`config.mk`:
```
export PLATFORM = sky130hd
export DESIGN_NAME = avalon_bus_arbiter
export DESIGN_NICKNAME = d
export VERILOG_FILES = /design/src/rtl/avalon_bus_arbiter.sv
export SDC_FILE = /design/constraint.sdc
export NUM_CORES = 1
export LEC_CHECK = 0
export ABC_CLOCK_PERIOD_IN_PS = 3800
export BUFFER_PORTS_ARGS = -buffer_cell sky130_fd_sc_hd__buf_2
export CORE_AREA = 2 2 122 124
export DETAILED_ROUTE_END_ITERATION = 10
export DIE_AREA = 0 0 124 126
export HOLD_SLACK_MARGIN = 0.05
export SLEW_MARGIN = 40
export SYNTH_ARGS = -nofsm -noshare
export SYNTH_HDL_FRONTEND = slang
export SYNTH_SLANG_ARGS = --single-unit
export TNS_END_PERCENT = 1
```
`constraint.sdc`:
```
create_clock -name clk -period 3.8 [get_ports clk]
set_input_delay 0.76 -clock clk [delete_from_list [all_inputs] [get_ports clk]]
set_output_delay 0.76 -clock clk [all_outputs]
set_load 0.05 [all_outputs]
```
`src/rtl/avalon_bus_arbiter.sv`:
```
// Two-master, one-slave Avalon-MM arbiter: data port (m0) and instruction fetch (m1) share one slave.
// Round-robin on simultaneous requests; define ARB_FIXED_PRIORITY_EN to make m0 always win ties.
module avalon_bus_arbiter #(
  parameter int ADDR_W = 32,
  parameter int DATA_W = 32
) (
  input  logic                clk,
  input  logic                reset,
  input  logic [ADDR_W-1:0]   m0_address,
  input  logic                m0_read,
  input  logic                m0_write,
  input  logic [DATA_W/8-1:0] m0_byteenable,
  input  logic [DATA_W-1:0]   m0_writedata,
  output logic [DATA_W-1:0]   m0_readdata,
  output logic                m0_waitrequest,
  input  logic [ADDR_W-1:0]   m1_address,
  input  logic                m1_read,
  input  logic                m1_write,
  input  logic [DATA_W/8-1:0] m1_byteenable,
  input  logic [DATA_W-1:0]   m1_writedata,
  output logic [DATA_W-1:0]   m1_readdata,
  output logic                m1_waitrequest,
  output logic [ADDR_W-1:0]   s_address,
  output logic                s_read,
  output logic                s_write,
  output logic [DATA_W/8-1:0] s_byteenable,
  output logic [DATA_W-1:0]   s_writedata,
  input  logic [DATA_W-1:0]   s_readdata,
  input  logic                s_waitrequest,
  output logic [1:0]          grant
);

  typedef enum logic [1:0] {IDLE, OWN0, OWN1} state_t;

  state_t state_q, state_d;
  logic   lastOwner_q, lastOwner_d;
  logic   req0, req1;

  assign req0 = m0_read | m0_write;
  assign req1 = m1_read | m1_write;

  // lastOwner starts at m1 so that m0 wins the very first tie.
  always_ff @(posedge clk) begin
    if (reset) begin
      state_q     <= IDLE;
      lastOwner_q <= 1'b1;
    end else begin
      state_q     <= state_d;
      lastOwner_q <= lastOwner_d;
    end
  end

  always_comb begin
    state_d     = state_q;
    lastOwner_d = lastOwner_q;
    case (state_q)
      IDLE: begin
        if (req0 && req1) begin
`ifdef ARB_FIXED_PRIORITY_EN
          state_d = OWN0;
`else
          state_d = lastOwner_q ? OWN0 : OWN1;
`endif
        end else if (req0) begin
          state_d = OWN0;
        end else if (req1) begin
          state_d = OWN1;
        end
      end
      OWN0: begin
        if (!req0) begin
          state_d = IDLE;
        end else if (!s_waitrequest) begin
          state_d     = IDLE;
          lastOwner_d = 1'b0;
        end
      end
      OWN1: begin
        if (!req1) begin
          state_d = IDLE;
        end else if (!s_waitrequest) begin
          state_d     = IDLE;
          lastOwner_d = 1'b1;
        end
      end
      default: state_d = IDLE;
    endcase
  end

  // Slave-side mux: address/data default to m0, strobes only come from the owner.
  always_comb begin
    s_address    = m0_address;
    s_byteenable = m0_byteenable;
    s_writedata  = m0_writedata;
    s_read       = 1'b0;
    s_write      = 1'b0;
    case (state_q)
      OWN0: begin
        s_read  = m0_read;
        s_write = m0_write;
      end
      OWN1: begin
        s_address    = m1_address;
        s_byteenable = m1_byteenable;
        s_writedata  = m1_writedata;
        s_read       = m1_read;
        s_write      = m1_write;
      end
      default: ;
    endcase
  end

  always_comb begin
    grant          = {state_q == OWN1, state_q == OWN0};
    m0_readdata    = s_readdata;
    m1_readdata    = s_readdata;
    m0_waitrequest = req0 && ((state_q == OWN0) ? s_waitrequest : 1'b1);
    m1_waitrequest = req1 && ((state_q == OWN1) ? s_waitrequest : 1'b1);
  end

  m0RwExclusive: assert property (@(posedge clk) disable iff (reset) !(m0_read && m0_write))
    else $error("avalon_bus_arbiter: m0_read and m0_write asserted together");
  m1RwExclusive: assert property (@(posedge clk) disable iff (reset) !(m1_read && m1_write))
    else $error("avalon_bus_arbiter: m1_read and m1_write asserted together");

endmodule

```
### After elaboration in Yosys (flattened, before gate mapping)

Index checks and enable logic that the tools add are counted.

| operators by class | value |
|---|---|
| equality and inequality tests | 7 |
| bitwise gates (word level) | 2 |
| multiplexer cells | 20 |
| reductions and logical operators | 6 |

Operator list:

| kind | number |
|---|---|
| 32-bit 2-to-1 mux | 2 |
| 2-bit 2-to-1 mux | 7 |
| 1-bit 2-to-1 mux | 6 |
| 1-bit one-hot mux with 2 select lines | 3 |
| 2-bit one-hot mux with 3 select lines | 1 |
| 5-bit AND reduction | 1 |
| 4-bit 2-to-1 mux | 1 |
| 2-bit by 1-bit != test with 1-bit output (second input constant) | 2 |
| 2-bit != test (second input constant) | 2 |
| 4-bit != test (second input constant) | 1 |
| 1-bit logical AND | 3 |
| 2-bit by 1-bit equality test with 1-bit output (second input constant) | 1 |
| 2-bit equality test (second input constant) | 1 |
| 2-bit zero test | 1 |
| 1-bit OR | 2 |
| 2-bit nonzero test | 1 |

| word-level totals | value |
|---|---|
| bits of input ports | 175 |
| word-level logic and storage cells | 37 |
| register bits | 3 |

### Logic depth before layout (Yosys ltp)

| logic depth | value |
|---|---|
| depth in word-level cells | 5 |
| mapped depth | 7 |
| mapped depth without buffers | 6 |

### Least setup slack after synthesis

Ideal clock, no wire load.

| timing path | value |
|---|---|
| path type | register to output |
| from | reg state_q[1] |
| to | out s_read |
| buffers on the path | 0 |
| required time | 3.040 ns |
| slack | 1.192 ns |
| arrival | 1.848 ns |
| stages on the path, launching flop included | 5 |
| path through | dfxtp_1 -> inv_1 -> ha_1 -> a22oi_1 -> nor2b_1 |

| between the ends | value |
|---|---|
| word-level cells in the longest chain between the ends | 2 |
| elaborated cells between the ends (all ways) | 3 |

Ends and longest elaborated chain:

| item | line | source |
|---|---|---|
| start: declaration | 35 | `state_t state_q, state_d;` |
| start signal: assignment | 48 | `state_q <= state_d;` |
| 2-bit by 1-bit equality test with 1-bit output | -- |  |
| named net grant[0] | 30 | `output logic [1:0] grant` |
| 1-bit one-hot mux with 2 select lines | 97 | `case (state_q)` |
| end: declaration | 24 | `output logic s_read,` |

The timed path passes the listed nets, and every way through them passes these cells.

### Worst setup path in the final report

| timing path | value |
|---|---|
| from | reg state_q[0] |
| to | out s_writedata[27] |

| between the ends | value |
|---|---|
| word-level cells in the longest chain between the ends | 2 |

Ends and longest elaborated chain:

| item | line | source |
|---|---|---|
| 2-bit equality test | 97 |  |
| 32-bit 2-to-1 mux | 97 |  |
| end: declaration | 27 | `output logic [DATA_W-1:0] s_writedata,` |

No other way between the ends.

==> results.ini <==
[setup_path]
crit_path_end = s_writedata[27]
criticalPathCategory = flip-flop to primary output
endpoint_kind = primary output
reg2reg_depth = 7
r2r_start = state_q[0]
r2r_end = state_q[0]
crit_path_max_fanout = 45
start_kind = flip-flop
r2r_slack_ns = 1.78
cp.arrival_ns = 2.12
cp.required_ns = 3.04
startpoint = state_q[0]

[clock_tree]
numCtsBuffers = 3
path_clk_slew_ns = 0.03
clock_latency_ns = 0.22
cts.sinks = 3
cts-root-buf = clkbuf_16
cts_tree = built
h-tree-depth = 1
cts_setup_buffers = 0
cts_buffer_depth = 2
cts_resized = 0
hold_buffers = 0

[detailed_routing]
via_per_inst = 3.48
drc = 0
drtIter0Drc = 31
vias = 1779
first_pass_iters = 4
ant_nets = 0
wl_mm = 6.01
wl_per_cell_um = 11.8

[timing]
rsz0062_at_grt = false
worstMarginPinSlew_ns = 0.446
setup_slack_ns = 0.923
final_hold_viol_count = 0
setup_viol = 0
finalCriticalPeriod_ns = 2.88
slew_headroom_pct = 70.3
holdWs_ns = 0.485
tns_ns = 0
fmaxAchievable_ghz = 0.348
fin_skew_ns = 0.000455
slew_violations = 0
period_share_pct = 75.7

[synthesis]
synth-edff-count = 0
synthFlopType = dfxtp_1
ys_ff_latch = 3
avgSynthCellArea_um2 = 8.99
synth_async_sr_flop_share_pct = 0
syn_nets = 359
syn_inst = 179
synth_seq_area_share_pct = 3.73
synth_cell_types = 24
yosysWarnings = 0
syn-cell-area_mm2 = 0.00161

[layout]
drive_gt1_share_pct = 89.0
layout_common_cells = buf_2, mux2_2, inv_1, ha_1
stdcell_area_mm2 = 0.00250
mostFrequentLayoutCell = buf_2
antenna_cells = 0
nFillCells = 1592
final_nets = 508
area_growth_pct = 55.4

[floorplan]
dieArea_mm2 = 0.0156
rows = 44
die_x_um = 124
die_h_um = 126
core_mm2 = 0.0143
io_pins = 313
start_util_pct = 11.2

[power_and_ir_drop]
switching_power_mw = 0.407
clockPowerShare_pct = 21.4
p_sw_share_pct = 52.8
internal_power_mw = 0.364
power_leakage_nw = 1.27
ir_drop_uv = 78.4
pwr-share-seq_pct = 5.1
combPwrFrac_pct = 73.5
powerDensity_mw_per_mm2 = 308

[placed_design]
placedInstanceArea_mm2 = 0.00242
io_buffers = 216
post-dp-hpwl_mm = 5.30
gp_congestion = 0.779
place_worst_setup_slack_ns = 1.12

[global_routing]
grt_max_degree = 46
first_global_vias = 1646
antenna_found_initial = 0
grtUsageTotal_pct = 6.60
grt_overflow = 0
grt_pass1_wl_mm = 8.03

[hold_path]
worstHoldStart = lastOwner_q
hold_class = flip-flop to flip-flop

[job]
maxCapViolCount = 0

[status]
outcome = complete, no violations

## sequential cells by signal (all words and copies together) (netlist names)
name / flops
lastOwner_q: 1
state_q: 2
## critical path, cell delays in order, from the launching register on
cell	delay, ns
dfxtp_1	0.32
inv_1	0.19
ha_4	0.46
buf_12	0.30
mux2_2	0.39
buf_2	0.22
## worst min-delay path by stage
stage,endpoint,slack [ns],cells past startpoint
2_1_floorplan,lastOwner_q,0.45,2
3_3_place_gp,lastOwner_q,0.47,2
3_5_place_dp,lastOwner_q,0.48,2
4_1_cts,lastOwner_q,0.49,2
5_1_grt,lastOwner_q,0.52,2
6_report,lastOwner_q,0.49,2
## metrics by stage
stage | utilization (%) | power, mW | std cells
after floorplan | - | 0.636 | 179
after global placement | 16.9 | 0.609 | 507
after detailed placement | 16.9 | 0.611 | 507
after CTS | 17.5 | 0.780 | 511
after global routing | 17.5 | 0.812 | 511
final | 17.5 | 0.770 | 511
## synth_stat cells, types with 2 or more instances
| library cell | n | area share [%] |
|---|---|---|
| ha_1 | 5 | 3.9 |
| dfxtp_1 | 3 | 3.7 |
| inv_1 | 4 | 0.93 |
| mux2_2 | 68 | 48 |
| buf_4 | 66 | 31 |
| o21ai_1 | 2 | 0.62 |
| a22oi_1 | 2 | 0.93 |
| nand2_1 | 2 | 0.47 |
| nor2_1 | 3 | 0.70 |
| a21oi_1 | 2 | 0.62 |
| nor2b_1 | 2 | 0.78 |
| buf_2 | 7 | 2.2 |
| nand2b_1 | 2 | 0.78 |
## power by group through the flow
| stage | combinational [mW] | clock [mW] | sequential [mW] |
|---|---|---|---|
| after floorplan | 0.598 | 0 | 0.0385 |
| after global placement | 0.570 | 0 | 0.0395 |
| after detailed placement | 0.571 | 0 | 0.0397 |
| after CTS | 0.573 | 0.168 | 0.0393 |
| after global routing | 0.600 | 0.172 | 0.0397 |
| final | 0.566 | 0.165 | 0.0393 |
## kinds of logic after synthesis
logic type / after synthesis / share of synthesized area (%)
simple gates: 12 / 3.89
mux: 69 / 48.2
buf+inv: 77 / 33.9
fa+ha+maj: 5 / 3.89
flops: 3 / 3.73
compound gates: 13 / 6.38
## metal layers
layer  global-route usage [%]  vias to the layer above  share of wire, %
li1                         -                      853                 -
met1                     7.54                      773                38
met2                     11.9                      131                47
met3                     1.27                       22                12
met4                     2.58                        0               1.9
met5                        0                        -                 0
## final cells by class
type                       instances  area [µm²]  area share (%)
multi-input combinational         99        1020            40.6
clock buffer                       4        78.8            3.15
inverter                           4        15.0           0.600
sequential                         3        60.1            2.40
timing repair buffer             217        1100            44.0
tap                              184         230            9.20
(Power assumes the default switching activity.)
